--- src/rtl/dec_pkg.sv ---
// Shared types for the sequenced one-hot decoder: command modes and FSM states.
// Latency: n/a (types and constants only).
// Backpressure: n/a.
package dec_pkg;

  localparam int MODE_W = 2;

  // Command carried on the mode input, sampled only with load.
  typedef enum logic [MODE_W-1:0] {
    MODE_OFF    = 2'd0,
    MODE_DIRECT = 2'd1,
    MODE_SCAN   = 2'd2,
    MODE_PULSE  = 2'd3
  } mode_e;

  typedef enum logic [1:0] {
    ST_IDLE  = 2'd0,
    ST_HOLD  = 2'd1,
    ST_SCAN  = 2'd2,
    ST_PULSE = 2'd3
  } state_e;

endpackage

--- src/rtl/dec_seq_if.sv ---
// Command/status bundle between a controller (master) and dec_seq (slave).
// Latency: n/a (wires only).
// Backpressure: none; load is a one-cycle strobe, en gates sequencing.
// Signals: load/mode/sel/dwell/en from master; out/busy/wrap/done from slave.
interface dec_seq_if #(
  parameter int SEL_W   = 3,
  parameter int OUT_W   = 2**SEL_W,
  parameter int DWELL_W = 8
);
  logic                       load;
  logic [dec_pkg::MODE_W-1:0] mode;
  logic [SEL_W-1:0]           sel;
  logic [DWELL_W-1:0]         dwell;
  logic                       en;
  logic [OUT_W-1:0]           out;
  logic                       busy;
  logic                       wrap;
  logic                       done;

  modport master (
    output load, mode, sel, dwell, en,
    input  out, busy, wrap, done
  );

  modport slave (
    input  load, mode, sel, dwell, en,
    output out, busy, wrap, done
  );
endinterface

--- src/rtl/dec_onehot.sv ---
// Combinational binary-to-one-hot decoder, 2**SEL_W outputs.
// Latency: 0 cycles (pure combinational).
// Backpressure: none.
// Ports: sel (binary index in), onehot (exactly one bit set out).
module dec_onehot #(
  parameter int SEL_W = 3,
  parameter int OUT_W = 2**SEL_W
) (
  input  logic [SEL_W-1:0] sel,
  output logic [OUT_W-1:0] onehot
);

  always_comb begin
    onehot      = '0;
    onehot[sel] = 1'b1;
  end

endmodule

--- src/rtl/dec_seq.sv ---
// Registered one-hot decoder with held, auto-scan and timed one-shot modes.
// Latency: load sampled at an edge drives out/busy from that same edge (1 cycle).
// Backpressure: en=0 freezes the dwell counter and index; load always restarts.
// Ports: clk, rst (sync, active-high), bus (dec_seq_if.slave: command in, out/busy/wrap/done).
module dec_seq
  import dec_pkg::*;
#(
  parameter int SEL_W   = 3,
  parameter int OUT_W   = 2**SEL_W,
  parameter int DWELL_W = 8
) (
  input  logic      clk,
  input  logic      rst,
  dec_seq_if.slave  bus
);

  state_e             state;
  logic [SEL_W-1:0]   idx;
  logic [DWELL_W-1:0] cnt;
  logic [DWELL_W-1:0] dwell_q;
  logic [OUT_W-1:0]   out_q;
  logic               busy_q;
  logic               wrap_q;
  logic               done_q;

  logic [SEL_W-1:0]   idx_inc;
  logic [SEL_W-1:0]   dec_in;
  logic [OUT_W-1:0]   dec_oh;

  // Index increment wraps naturally at SEL_W bits, which is mod OUT_W.
  assign idx_inc = idx + 1'b1;

  // One decoder serves both cases: a load decodes the new sel, otherwise
  // the only place out changes to a non-zero value is a SCAN advance.
  assign dec_in = bus.load ? bus.sel : idx_inc;

  dec_onehot #(
    .SEL_W (SEL_W),
    .OUT_W (OUT_W)
  ) u_onehot (
    .sel    (dec_in),
    .onehot (dec_oh)
  );

  always_ff @(posedge clk) begin
    if (rst) begin
      state   <= ST_IDLE;
      idx     <= '0;
      cnt     <= '0;
      dwell_q <= '0;
      out_q   <= '0;
      busy_q  <= 1'b0;
      wrap_q  <= 1'b0;
      done_q  <= 1'b0;
    end else begin
      wrap_q <= 1'b0;
      done_q <= 1'b0;
      if (bus.load) begin
        // Load preempts any pending expiry, so no wrap/done can leak out.
        case (mode_e'(bus.mode))
          MODE_DIRECT: begin
            state  <= ST_HOLD;
            out_q  <= dec_oh;
            busy_q <= 1'b0;
          end
          MODE_SCAN: begin
            state   <= ST_SCAN;
            idx     <= bus.sel;
            cnt     <= bus.dwell;
            dwell_q <= bus.dwell;
            out_q   <= dec_oh;
            busy_q  <= 1'b1;
          end
          MODE_PULSE: begin
            state   <= ST_PULSE;
            cnt     <= bus.dwell;
            dwell_q <= bus.dwell;
            out_q   <= dec_oh;
            busy_q  <= 1'b1;
          end
          default: begin
            state  <= ST_IDLE;
            out_q  <= '0;
            busy_q <= 1'b0;
          end
        endcase
      end else if (bus.en) begin
        case (state)
          ST_SCAN: begin
            if (cnt != '0) begin
              cnt <= cnt - 1'b1;
            end else begin
              idx    <= idx_inc;
              cnt    <= dwell_q;
              out_q  <= dec_oh;
              wrap_q <= (idx == '1);
            end
          end
          ST_PULSE: begin
            if (cnt != '0) begin
              cnt <= cnt - 1'b1;
            end else begin
              state  <= ST_IDLE;
              out_q  <= '0;
              busy_q <= 1'b0;
              done_q <= 1'b1;
            end
          end
          default: ;
        endcase
      end
    end
  end

  assign bus.out  = out_q;
  assign bus.busy = busy_q;
  assign bus.wrap = wrap_q;
  assign bus.done = done_q;

endmodule

--- src/flat_wrapper.sv ---
// flat-port wrapper written by rule: the top's interface ports become plain ports
module dec_seq_flat import dec_pkg::*;
#(
  parameter int SEL_W   = 3,
  parameter int OUT_W   = 2**SEL_W,
  parameter int DWELL_W = 8
)
  (clk, rst, bus_load, bus_mode, bus_sel, bus_dwell, bus_en, bus_out, bus_busy, bus_wrap, bus_done);
  dec_seq_if #(.SEL_W(SEL_W), .OUT_W(OUT_W), .DWELL_W(DWELL_W)) bus_i ();
  input  logic clk;
  input  logic rst;
  input wire logic [$bits(bus_i.load)-1:0] bus_load;
  input wire logic [$bits(bus_i.mode)-1:0] bus_mode;
  input wire logic [$bits(bus_i.sel)-1:0] bus_sel;
  input wire logic [$bits(bus_i.dwell)-1:0] bus_dwell;
  input wire logic [$bits(bus_i.en)-1:0] bus_en;
  output wire logic [$bits(bus_i.out)-1:0] bus_out;
  output wire logic [$bits(bus_i.busy)-1:0] bus_busy;
  output wire logic [$bits(bus_i.wrap)-1:0] bus_wrap;
  output wire logic [$bits(bus_i.done)-1:0] bus_done;
  assign bus_i.load = bus_load;
  assign bus_i.mode = bus_mode;
  assign bus_i.sel = bus_sel;
  assign bus_i.dwell = bus_dwell;
  assign bus_i.en = bus_en;
  assign bus_out = bus_i.out;
  assign bus_busy = bus_i.busy;
  assign bus_wrap = bus_i.wrap;
  assign bus_done = bus_i.done;
  dec_seq #(.SEL_W(SEL_W), .OUT_W(OUT_W), .DWELL_W(DWELL_W)) u_core (.clk(clk), .rst(rst), .bus(bus_i));
endmodule
--- config.mk ---
export PLATFORM = sky130hd
export DESIGN_NAME = dec_seq_flat
export DESIGN_NICKNAME = d
export VERILOG_FILES = /design/src/rtl/dec_pkg.sv /design/src/rtl/dec_seq_if.sv /design/src/rtl/dec_onehot.sv /design/src/rtl/dec_seq.sv /design/src/flat_wrapper.sv
export SDC_FILE = /design/constraint.sdc
export NUM_CORES = 1
export LEC_CHECK = 0
export ABC_AREA = 1
export BUFFER_PORTS_ARGS = -buffer_cell sky130_fd_sc_hd__buf_2
export CAP_MARGIN = 20
export CELL_PAD_IN_SITES_DETAIL_PLACEMENT = 1
export CELL_PAD_IN_SITES_GLOBAL_PLACEMENT = 1
export CORE_MARGIN = 2
export CORE_UTILIZATION = 42
export DETAILED_ROUTE_END_ITERATION = 10
export GPL_ROUTABILITY_DRIVEN = 0
export PLACE_DENSITY = 0.95
export SLEW_MARGIN = 20
export SYNTH_ARGS = -nofsm -noshare
export SYNTH_HDL_FRONTEND = slang
export SYNTH_SLANG_ARGS = --single-unit
--- constraint.sdc ---
create_clock -name clk -period 2.72 [get_ports clk]
set_input_delay 0.272 -clock clk [delete_from_list [all_inputs] [get_ports clk]]
set_output_delay 0.272 -clock clk [all_outputs]
set_load 0.02 [all_outputs]
==> flow_summary.ini <==
[run_status]
status = complete, no violations

[synth]
ys_seq_elements = 31
syn-num-nets = 262
ys_types = 27
syn_area_mm2 = 0.00169
ys_seq_area_share_pct = 36.8
yosysWarningCount = 0
synthCells = 242
postSynthAreaPerCell_um2 = 6.97

[final_layout]
num_antenna_cells = 0
seq_area_um2 = 621
nNetsFinal = 285
stdcell_count = 316
mostFrequentLayoutCell = nand2_1
drive_gt1_share_pct = 17.3
syn2layout_area_growth_pct = 13.6
fill_cells = 537
multi_input_area_um2 = 891
final_cell_mix = nand2_1 (51), dfxtp_1 (31), nor2_1 (28)
utilization_pct = 48.7

[grt]
grt_max_degree = 19
grt.total_usage_pct = 22.7
antenna_found_initial = 0
grt_pass1_vias = 1754
grt-ovfl-total = 0
grt_pass1_wl_um = 7770

[sta]
rsz0062_at_grt = no
clock.fmax_mhz = 489
relSlewSlack_pct = 65.3
clock_skew_ns = 0.00508
fin_crit_ns = 2.05
tightest_slew_ns = 0.514
setup_violations = 0
hold_viol_final = 0
hold_slack_ns = 0.213
maxSlewViolCount = 0
post-route-period-util_pct = 75.2
fin_tns_setup_ns = 0

[pwr]
power_density_mw_per_mm2 = 655
finalPower_w = 0.00126
ir_worst_vdd_v = 0.000293
leakagePower_nw = 0.878

[place]
portBuffers = 27
dp_cells = 308
hpwlAfterDp_um = 3250

[clock_network]
cts_tree = yes
numCtsBuffers = 5
cts.htree.levels = 2
post_cts_buffers = 0
cts_resized = 0
cts-root-buf = clkbuf_8
clock_latency_ns = 0.29
cts.sinks = 31
cts_max_path_buffers = 2
clk_pin_slew_worst_paths_ns = 0.07
hold_buffers = 0

[die]
dieArea_mm2 = 0.00454
rows = 23
io_pins = 28
start_util_pct = 42.8
fp.dieW_um = 67.4
fp.coreArea_mm2 = 0.00394
die_y_um = 67.4

[setup_path]
start_kind = flip-flop
crit_arrival_ns = 2.24
cp_data_required_time_ns = 2.91
worst_setup_path_end_kind = flip-flop
critPathKind = flip-flop to flip-flop
ff2ff_setup_slack_ns = 0.67
crit_fanout = 12

[route]
drt_first_pass_iters = 4
viasPerCell = 5.27
antenna_left = 0
wirelength_um = 4490
wire_per_inst_um = 14.2
vias = 1666
drc_errors = 0
drt_iter0_markers = 54

[min_path]
hp-class = primary input to flip-flop

[run]
maxCapViolations = 0
==> state kept, by name, summed over array words and instances, names as in the netlist <==
signal           count
u_core.bus.busy      1
u_core.bus.done      1
u_core.bus.out       8
u_core.bus.wrap      1
u_core.cnt           8
u_core.dwell_q       8
u_core.idx           3
u_core.state         1
==> logic make-up (layout without fill, tap and decap cells) <==
kind of cell / count (synthesis) / in the layout / synth area share (%)
buffers and inverters: 34 / 58 / 10.5
adders and majority gates: 3 / 3 / 2.22
AOI/OAI and AO/OA: 53 / 53 / 16.9
DFF: 31 / 31 / 36.8
and+or+nand+nor: 120 / 120 / 33.1
xor gates and xnor gates: 1 / 1 / 0.519
==> layer usage <==
layer / vias up / wire length, um / global-route usage [%]
met5: - / 0 / 0
met4: 0 / 89 / 6.12
met3: 9 / 161 / 5.67
met2: 25 / 2300 / 41.5
met1: 794 / 1950 / 26.3
li1: 838 / - / -
==> path summary, 6_finish.rpt <==
kind	to	cells past startpoint	from
min	u_core.dwell_q[4]	2	bus_mode[1]
min reg2reg	u_core.cnt[0]	2	u_core.cnt[0]
max reg2reg	u_core.cnt[2]	11	u_core.cnt[0]
max	u_core.cnt[2]	11	u_core.cnt[0]
==> critical path: stages (launching register included) <==
cell and delay, ns:
dfxtp_1 0.31, inv_1 0.14, ha_1 0.32, nand2_4 0.09
nor2_4 0.33, nand2_1 0.12, nand2_2 0.24, inv_1 0.14
nor2_1 0.10, nor2_1 0.04, nand2_1 0.07, inv_1 0.03
==> per-stage QoR <==
stage / setup WS [ns] / instance area, um^2
after floorplan: 1.23 / 1690
after global placement: 0.831 / 1800
after detailed placement: 0.717 / 1800
after CTS: 0.675 / 1920
after global routing: 0.461 / 1920
final: 0.674 / 1920
==> area by class of cell <==
type                    instances  share of cell area (%)
clock buffers                   6                    4.31
clock inverters                 2                    1.83
inverters                      23                    4.76
multi-input cells             177                    46.4
flip-flops and latches         31                    32.4
well taps                      50                    3.26
repair buffers                 27                    7.05
==> Yosys cell counts, drive strengths merged <==
cell type  number  area, um^2
a21oi          26         130
nor2           30         128
clkbuf          4        15.0
nor4            1        6.26
o22ai           1        6.26
ha              3        37.5
nand3b          4        30.0
o211ai          1        7.51
nor3            1        5.00
xor2            1        8.76
nand4           3        18.8
inv            23        91.3
o21ai          23         126
a211oi          2        15.0
buf             7        70.1
nand2          58         255
nand3          22         110
or2             1        6.26
dfxtp          31         621
==> report_power, final <==
group	total (W)	switching [W]	internal (W)
registers	0.000508	0.0000233	0.000485
logic	0.000275	0.000181	0.0000941
clock network	0.000474	0.000178	0.000296
total	0.00126	0.000382	0.000875
Note: power is estimated with default switching activity, not from simulation.
